<file path="src/rtl/fsm_pkg.sv">
// Shared definitions for the pass-sequencing engine and its round-robin scheduler.
// State encodings match the engine so the mirror can be compared directly.
package fsm_pkg;

    typedef enum logic [3:0] {
        M_S1 = 4'd8,
        M_S2 = 4'd1,
        M_S3 = 4'd3,
        M_S4 = 4'd4,
        M_S5 = 4'd5,
        M_S6 = 4'd7
    } mstate_e;

    localparam int OUT_LONG_DEF  = 10;
    localparam int OUT_SHORT_DEF = 5;

    // S1 branches on enable: long pass via S2/S3, short pass straight to S4.
    function automatic mstate_e next_state(input mstate_e s, input logic en);
        mstate_e n;
        case (s)
            M_S1:    n = en ? M_S2 : M_S4;
            M_S2:    n = M_S3;
            M_S3:    n = M_S4;
            M_S4:    n = M_S5;
            M_S5:    n = M_S6;
            default: n = M_S1;
        endcase
        return n;
    endfunction

endpackage

</file>
<file path="src/rtl/rr_pick.sv">
// Combinational round-robin picker: first set request at or above ptr, wrapping around.
module rr_pick #(
    parameter int N_REQ = 4,
    parameter int IDX_W = $clog2(N_REQ)
) (
    input  logic [N_REQ-1:0] req,
    input  logic [IDX_W-1:0] ptr,
    output logic [IDX_W-1:0] idx,
    output logic             valid
);

    always_comb begin
        int             cand;
        logic [IDX_W-1:0] cand_idx;
        idx      = '0;
        valid    = 1'b0;
        cand     = 0;
        cand_idx = '0;
        // Walk from the farthest offset down so the nearest request is written last.
        for (int i = N_REQ - 1; i >= 0; i--) begin
            cand     = (int'(ptr) + i) % N_REQ;
            cand_idx = cand[IDX_W-1:0];
            if (req[cand_idx]) begin
                idx   = cand_idx;
                valid = 1'b1;
            end
        end
    end

endmodule

</file>
<file path="src/rtl/fsm_rr_sched.sv">
// Round-robin scheduler that hands each long engine pass to one requester,
// tracking the engine in a local mirror and flagging any disagreement with eng_out.
module fsm_rr_sched
    import fsm_pkg::*;
#(
    parameter int N_REQ     = 4,
    parameter int OUT_W     = 4,
    parameter int OUT_LONG  = OUT_LONG_DEF,
    parameter int OUT_SHORT = OUT_SHORT_DEF,
    parameter int CNT_W     = 16
) (
    input  logic                       clk,
    input  logic                       rstb,
    input  logic [N_REQ-1:0]           req,
    input  logic [OUT_W-1:0]           eng_out,
    input  logic                       err_clr,
    output logic                       eng_enable,
    output logic [N_REQ-1:0]           gnt,
    output logic [$clog2(N_REQ)-1:0]   gnt_id,
    output logic [N_REQ-1:0]           done,
    output logic                       busy,
    output logic [CNT_W-1:0]           pass_cnt,
    output logic                       sync_err
);

    localparam int IDX_W = $clog2(N_REQ);

    mstate_e            state_q;
    mstate_e            state_d;
    logic [IDX_W-1:0]   ptr_q;
    logic [N_REQ-1:0]   gnt_q;
    logic [IDX_W-1:0]   gnt_id_q;
    logic               busy_q;
    logic [CNT_W-1:0]   pass_cnt_q;
    logic               sync_err_q;

    logic [IDX_W-1:0]   pick_idx;
    logic               pick_valid;
    logic [N_REQ-1:0]   pick_onehot;
    logic [OUT_W-1:0]   exp_out;
    logic               sync_mis;
    logic               arb_cycle;
    logic               pass_end;

    rr_pick #(
        .N_REQ (N_REQ),
        .IDX_W (IDX_W)
    ) u_pick (
        .req   (req),
        .ptr   (ptr_q),
        .idx   (pick_idx),
        .valid (pick_valid)
    );

    // Enable comes only from registered state and req, so eng_out never loops back into it.
    assign eng_enable = (state_q == M_S1) & (|req);
    assign arb_cycle  = (state_q == M_S1) & pick_valid;
    assign pass_end   = (state_q == M_S6) & busy_q;

    always_comb begin
        state_d     = next_state(state_q, eng_enable);
        pick_onehot = '0;
        pick_onehot[pick_idx] = 1'b1;
        exp_out     = '0;
        if (state_q == M_S1) begin
            exp_out = eng_enable ? OUT_W'(OUT_LONG) : OUT_W'(OUT_SHORT);
        end
        sync_mis    = (eng_out != exp_out);
    end

    always_ff @(posedge clk or negedge rstb) begin
        if (!rstb) begin
            state_q    <= M_S1;
            ptr_q      <= '0;
            gnt_q      <= '0;
            gnt_id_q   <= '0;
            busy_q     <= 1'b0;
            pass_cnt_q <= '0;
            sync_err_q <= 1'b0;
        end else begin
            state_q <= state_d;
            if (arb_cycle) begin
                gnt_q    <= pick_onehot;
                gnt_id_q <= pick_idx;
                busy_q   <= 1'b1;
                ptr_q    <= (pick_idx == IDX_W'(N_REQ - 1)) ? '0 : pick_idx + 1'b1;
            end else if (pass_end) begin
                gnt_q  <= '0;
                busy_q <= 1'b0;
                if (pass_cnt_q != '1) begin
                    pass_cnt_q <= pass_cnt_q + 1'b1;
                end
            end
            // A fresh mismatch outranks a simultaneous clear.
            if (sync_mis) begin
                sync_err_q <= 1'b1;
            end else if (err_clr) begin
                sync_err_q <= 1'b0;
            end
        end
    end

    assign gnt      = gnt_q;
    assign gnt_id   = gnt_id_q;
    assign done     = pass_end ? gnt_q : '0;
    assign busy     = busy_q;
    assign pass_cnt = pass_cnt_q;
    assign sync_err = sync_err_q;

endmodule

</file>
<file path="config.mk">
export PLATFORM = sky130hd
export DESIGN_NAME = fsm_rr_sched
export DESIGN_NICKNAME = d
export VERILOG_FILES = /design/src/rtl/fsm_pkg.sv /design/src/rtl/rr_pick.sv /design/src/rtl/fsm_rr_sched.sv
export SDC_FILE = /design/constraint.sdc
export NUM_CORES = 1
export LEC_CHECK = 0
export CORE_UTILIZATION = 45
export DETAILED_ROUTE_END_ITERATION = 12
export HOLD_SLACK_MARGIN = 0.1
export PLACE_DENSITY = 0.8
export SLEW_MARGIN = 20
export SYNTH_ARGS = -nofsm -noshare
export SYNTH_HDL_FRONTEND = slang
export SYNTH_SLANG_ARGS = --single-unit
</file>
<file path="constraint.sdc">
create_clock -name clk -period 2.4 [get_ports clk]
set_input_delay 0.48 -clock clk [delete_from_list [all_inputs] [get_ports clk]]
set_output_delay 0.48 -clock clk [all_outputs]
set_load 0.005 [all_outputs]
</file>
==> impl_metrics.json, run 1 <==
{
  "cts_sinks": 30,
  "max_slew_margin": 0.633,
  "crit_fanout": 6,
  "path_cells": "nand4b_1, nor2_2, and2_1, clkdlybuf4s50_1",
  "tritoncts": "done",
  "switching_share": 0.320,
  "rr_worst_depth": 5,
  "rsz0062_at_grt": "no",
  "slowest_stage": "clkdlybuf4s50_1",
  "clkTransAtPathRegs_ns": 0.10,
  "synth_top_cells_by_count": "dfrtp_1 (29), nand2_1 (13), xnor2_1 (12)",
  "grt_pass1_wl_microns": 5860,
  "timing.rr.start": "pass_cnt[0]$_DFFE_PN0P_",
  "avgViaCountPerCell": 5.37,
  "syn-mean-instance-area_sq_um": 10.3,
  "multi_input_area_sq_um": 822,
  "overflow": 0,
  "total_power_uw": 1730,
  "start_kind": "flop",
  "setup-tns-final_ns": 0,
  "timing.rr.end": "pass_cnt[1]$_DFFE_PN0P_",
  "comb_power_share": 0.354,
  "fmax_mhz": 437,
  "arrival_ns": 1.81,
  "synth_most_common_cell": "dfrtp_1",
  "required_ns": 1.92,
  "finalCritPeriodShare": 0.954,
  "power.density_nw_per_um2": 781,
  "cts_buffers": 5,
  "htreeDepth": 2,
  "area_growth_syn_to_layout_pct": 35.1,
  "core-area_sq_um": 3420,
  "synth_ff_type": "dfrtp_1",
  "clkLatencyLatePin_ns": 0.34,
  "routed_wl_microns": 3420,
  "final_nets": 225,
  "start_util": 0.479,
  "netlist_top_cells_area": "dfrtp_1 (44%), xnor2_1 (6.4%), ha_1 (3.8%)",
  "ioPinCount": 40,
  "grt_max_degree": 31,
  "regArea_sq_um": 753,
  "max_stage_delay_ns": 0.52,
  "grt_pass1_vias": 1386,
  "cts_root_buf": "clkbuf_4",
  "yosysSeqAreaShare": 0.460,
  "num_vias": 1375,
  "cp-end-kind": "primary output",
  "rows": 21,
  "cp_top_family": "simple AND/OR/NAND/NOR gates",
  "yosys_warnings": 0,
  "wire_per_inst_microns": 13.4,
  "drv_cap": 0,
  "synth_top_area_frac": 0.444,
  "p_switching_uw": 553,
  "synth_edf_count": 0,
  "gp_congestion": 0.844,
  "pwr-share-seq": 0.416,
  "setup_violations": 0,
  "regToRegSetupSlack_ns": 0.25,
  "hp-class": "reg2reg",
  "cts_buffer_depth": 2,
  "hold_ws_ns": 0.497,
  "port_buffers": 39,
  "antenna_found_initial": 0,
  "yosys.area.top_type": "dfrtp_1",
  "die_y_microns": 62.3,
  "p_clk_frac": 0.229,
  "crit_end": "done[3]",
  "min_period_ns": 2.29,
  "ctsHoldBuffers": 0,
  "async_reset_ff_frac": 1.00,
  "finalClockSkew_ns": 0.0106,
  "synth_fp_nets": 175,
  "worstSetupStartpoint": "state_q[3]$_DFF_PN1_",
  "instances_no_fill": 256,
  "peakVddDrop_mv": 0.601,
  "remaining_drc_errors": 0,
  "synth.cell_area_sq_um": 1640,
  "hold_viol": 0,
  "fill_cells": 287,
  "intPower_uw": 1170,
  "slew_viol_final": 0,
  "initialDrtViolationCount": 56,
  "ys_seq_elements": 30,
  "tightest_slew_ns": 0.545,
  "crit_buf_inv": 1,
  "criticalPathCategory": "reg2out",
  "antennaDiodeCount": 0,
  "firstDrtPassIters": 4,
  "grt_use_total": 0.194,
  "yosysUniqueCellTypes": 45,
  "place_inst": 246,
  "drive_gt1_frac": 0.171,
  "synthCells": 159,
  "path_depth": 4,
  "die_x_microns": 62.3,
  "status": "finished, final reports clean",
  "dieArea_sq_um": 3880,
  "hpwlAfterDp_microns": 2530,
  "antenna_left": 0,
  "leakage_uw": 0.000954
}
[cell usage in the layout (no fill, tap or decap), drive strengths merged, types with 3 or more instances in the layout]
cell type      Yosys  routed
clkdlybuf4s50      0      38
dfrtp             29      29
nand2             13      13
xnor2             12      12
buf                5      11
nor2              11      11
o21ai             10      10
inv                8       8
a21oi              7       7
clkbuf             2       7
and2               6       6
ha                 5       5
nor4               5       5
nand3              5       5
nand2b             4       4
o2111ai            4       4
mux2               4       4
o211ai             4       4
and3               3       3
nor3               3       3
[metrics by stage]
stage          instance area, sq um  setup slack, ns   util
3_3_place_gp                   2100           0.0610  0.615
3_5_place_dp                   2100           0.0325  0.615
5_1_grt                        2210          0.00771  0.647
6_report                       2210            0.111  0.647
4_1_cts                        2190           0.0386  0.642
2_1_floorplan                  1640            0.405      -
[logic make-up after synthesis]
family,count (synthesis),synth area share
xor gates and xnor gates,14,0.0750
AOI/OAI and AO/OA,30,0.132
and+or+nand+nor,60,0.213
muxes,5,0.0337
DFF,30,0.460
adders and majority gates,5,0.0383
buffers and inverters,15,0.0482
[worst min-delay path by stage]
| stage | start | depth (start not counted) | endpoint | slack [ns] |
|---|---|---|---|---|
| 6_report | gnt_id[1]$_DFFE_PN0P_ | 1 | gnt_id[1]$_DFFE_PN0P_ | 0.50 |
| 2_1_floorplan | rstb | 0 | busy$_DFFE_PN0P_ | 0.18 |
| 3_5_place_dp | gnt_id[1]$_DFFE_PN0P_ | 1 | gnt_id[1]$_DFFE_PN0P_ | 0.48 |
| 3_3_place_gp | gnt_id[1]$_DFFE_PN0P_ | 1 | gnt_id[1]$_DFFE_PN0P_ | 0.48 |
| 4_1_cts | gnt_id[1]$_DFFE_PN0P_ | 1 | gnt_id[1]$_DFFE_PN0P_ | 0.50 |
| 5_1_grt | state_q[1]$_DFF_PN0_ | 1 | state_q[0]$_DFF_PN0_ | 0.51 |
[power by group through the flow]
stage | registers (uW) | logic, uW | clock network (uW)
after floorplan | 702 | 328 | 0
after global placement | 724 | 544 | 0
after detailed placement | 730 | 568 | 0
after CTS | 725 | 592 | 408
after global routing | 741 | 689 | 431
final | 719 | 611 | 396
[flip-flops by register name, indices dropped and copies added, names as in the netlist]
signal    count
pass_cnt     16
gnt           4
state_q       4
gnt_id        2
ptr_q         2
busy          1
sync_err      1
[metal layers]
layer  global-route usage  vias up  routed length, microns  part of all wire
li1                     -      662                       -                 -
met1                0.215      658                    1380              0.40
met3               0.0643        6                     198             0.058
met4               0.0872        0                      66             0.019
met5                    0        -                       0                 0
met2                0.337       49                    1780              0.52
[layout make-up]
type,instances,share of cell area
repair buffers,50,0.213
flip-flops and latches,30,0.341
clock buffers,7,0.0204
well taps,46,0.0260
multi-input cells,114,0.372
inverters,8,0.0136
clock inverters,1,0.0136
[what timing repair did]
action,4_1_cts,5_1_grt
setup buffers,0,2
endpoints found under the hold margin,0,0
endpoints found under the setup margin,5,1
cloned,0,0
resized for setup,6,0
No activity file was read; power rests on OpenSTA's default activity.
==> inputs of run 2 (changes only) <==
--- a/config.mk
+++ b/config.mk
@@ -5,10 +5,13 @@
 export SDC_FILE = /design/constraint.sdc
 export NUM_CORES = 1
 export LEC_CHECK = 0
-export CORE_UTILIZATION = 45
+export ABC_CLOCK_PERIOD_IN_PS = 2400
+export CELL_PAD_IN_SITES_DETAIL_PLACEMENT = 1
+export CELL_PAD_IN_SITES_GLOBAL_PLACEMENT = 2
+export CORE_UTILIZATION = 30
 export DETAILED_ROUTE_END_ITERATION = 12
 export HOLD_SLACK_MARGIN = 0.1
-export PLACE_DENSITY = 0.8
+export PLACE_DENSITY = 0.84
 export SLEW_MARGIN = 20
 export SYNTH_ARGS = -nofsm -noshare
 export SYNTH_HDL_FRONTEND = slang
==> run 2 against run 1 <==
Clock power rose by 31%. Non-clock buffer count unchanged. Maximum frequency increased by 1.7%. Via count fell by 0.73%. Cell count rose by 9.0%. Global-route usage shrank 4.1 points. Combinational power fell by 2%. Sequential power hardly changed. Critical path depth unchanged. Worst hold slack better by 0.010 ns. Flip-flop and latch count is the same. Largest power group unchanged. Highest routed layer unchanged.
==> impl_metrics.json, run 2 (synthesis gave the netlist of run 1 again) <==
{
  "leakage_uw": 0.000974,
  "firstDrtPassIters": 4,
  "wire_per_inst_microns": 13.6,
  "fmax_mhz": 444,
  "port_buffers": 39,
  "hold_viol": 0,
  "p_clk_frac": 0.283,
  "cts_sinks": 30,
  "start_kind": "flop",
  "finalCritPeriodShare": 0.937,
  "start_util": 0.316,
  "rows": 26,
  "core-area_sq_um": 5170,
  "arrival_ns": 1.77,
  "min_period_ns": 2.25,
  "status": "finished, final reports clean",
  "comb_power_share": 0.327,
  "die_y_microns": 75.8,
  "grt_use_total": 0.153,
  "drive_gt1_frac": 0.167,
  "tritoncts": "done",
  "clkTransAtPathRegs_ns": 0.07,
  "htreeDepth": 2,
  "pwr-share-seq": 0.390,
  "final_nets": 225,
  "cts_buffer_depth": 2,
  "hpwlAfterDp_microns": 2890,
  "instances_no_fill": 279,
  "antenna_left": 0,
  "area_growth_syn_to_layout_pct": 38.4,
  "place_inst": 272,
  "crit_buf_inv": 1,
  "crit_fanout": 6,
  "grt_pass1_wl_microns": 6600,
  "power.density_nw_per_um2": 811,
  "hp-class": "reg2reg",
  "multi_input_area_sq_um": 810,
  "setup_violations": 0,
  "clkLatencyLatePin_ns": 0.28,
  "grt_max_degree": 31,
  "die_x_microns": 75.8,
  "gp_congestion": 0.750,
  "intPower_uw": 1270,
  "finalClockSkew_ns": 0.00856,
  "avgViaCountPerCell": 4.89,
  "grt_pass1_vias": 1407,
  "layout_commonest_cell": "clkdlybuf4s50_1",
  "p_switching_uw": 564,
  "regArea_sq_um": 752,
  "ctsHoldBuffers": 0,
  "cp_top_family": "simple AND/OR/NAND/NOR gates",
  "fill_cells": 573,
  "dieArea_sq_um": 5750,
  "cts_root_buf": "clkbuf_8",
  "switching_share": 0.307,
  "largest_reg_flops": 16,
  "antenna_found_initial": 0,
  "routed_wl_microns": 3800,
  "tightest_slew_ns": 0.572,
  "initialDrtViolationCount": 58,
  "overflow": 0,
  "drv_cap": 0,
  "final_cell_mix": "clkdlybuf4s50_1 (38), dfrtp_1 (29), nand2_1 (13)",
  "ioPinCount": 40,
  "cts_buffers": 5,
  "slew_viol_final": 0,
  "path_cells": "nand4b_1, nor2_2, and2_1, clkdlybuf4s50_1",
  "remaining_drc_errors": 0,
  "cp-end-kind": "primary output",
  "max_slew_margin": 0.615,
  "criticalPathCategory": "reg2out",
  "slowest_stage": "clkdlybuf4s50_1",
  "rsz0062_at_grt": "no",
  "num_vias": 1365,
  "setup-tns-final_ns": 0,
  "peakVddDrop_mv": 0.552,
  "required_ns": 1.92,
  "antennaDiodeCount": 0,
  "max_stage_delay_ns": 0.50
}
==> run 2: changes by cell type in the layout (fill, tap and decap cells not counted) <==
cell      delta
clkbuf_1     -2
clkbuf_4     -5
clkbuf_8     +6
dfrtp_1      +1
dfrtp_2      -1
nor3_2       +1
nor3_4       -1
nor4_1       +1
nor4_2       -1
==> run 2: worst paths after layout <==
kind / start / to / slack (ns) / depth (start not counted)
max in group asynchronous: rstb / state_q[3]$_DFF_PN1_ / 1.48 / 2
min reg2reg: busy$_DFFE_PN0P_ / busy$_DFFE_PN0P_ / 0.51 / 1
max: state_q[3]$_DFF_PN1_ / done[2] / 0.15 / 4
min: busy$_DFFE_PN0P_ / busy$_DFFE_PN0P_ / 0.51 / 1
min in group asynchronous: rstb / pass_cnt[6]$_DFFE_PN0P_ / 0.59 / 2
max reg2reg: pass_cnt[0]$_DFFE_PN0P_ / pass_cnt[1]$_DFFE_PN0P_ / 0.27 / 5
==> run 2: stage by stage <==
stage               power, uW  hold WS, ns  setup slack (ns)  cell area (sq um)  utilization
floorplan                1030        0.184             0.405               1640            -
global placement         1310        0.484            0.0282               2150        0.415
detailed placement       1330        0.495           0.00123               2150        0.415
CTS                      1860        0.510            0.0793               2260        0.438
global route             1980        0.523           0.00947               2260        0.438
finish                   1840        0.507             0.150               2260        0.438
==> run 2: worst register-to-register path: cells and delay by family (launching register included) <==
kind,cells,cell delay (ns)
DFF,1,0.44
muxes,1,0.34
and+or+nand+nor,2,0.75
adders and majority gates,1,0.26
AOI/OAI and AO/OA,1,0.22
==> run 2: power by group through the flow <==
stage / logic (uW) / registers (uW) / clock network, uW
final: 599 / 716 / 520
after floorplan: 328 / 702 / 0
after detailed placement: 603 / 726 / 0
after CTS: 611 / 718 / 532
after global placement: 588 / 722 / 0
after global routing: 690 / 733 / 560
==> run 2: final cells by class <==
type                    instances  share of cell area
well taps                      70              0.0387
clock inverters                 1              0.0133
repair buffers                 50               0.208
clock buffers                   6              0.0365
multi-input cells             114               0.358
inverters                       8              0.0133
flip-flops and latches         30               0.332
==> run 2: timing repair <==
action	in CTS	in global routing
setup buffers	0	0
gates resized for setup	3	0
setup endpoints to repair	5	0
==> run 2: metal layers <==
metal,part of all wire,track usage,vias to the layer above
li1,-,-,656
met1,0.48,0.193,671
met2,0.48,0.259,36
met3,0.039,0.0397,2
met4,0.0034,0.0432,0
met5,0,0,-
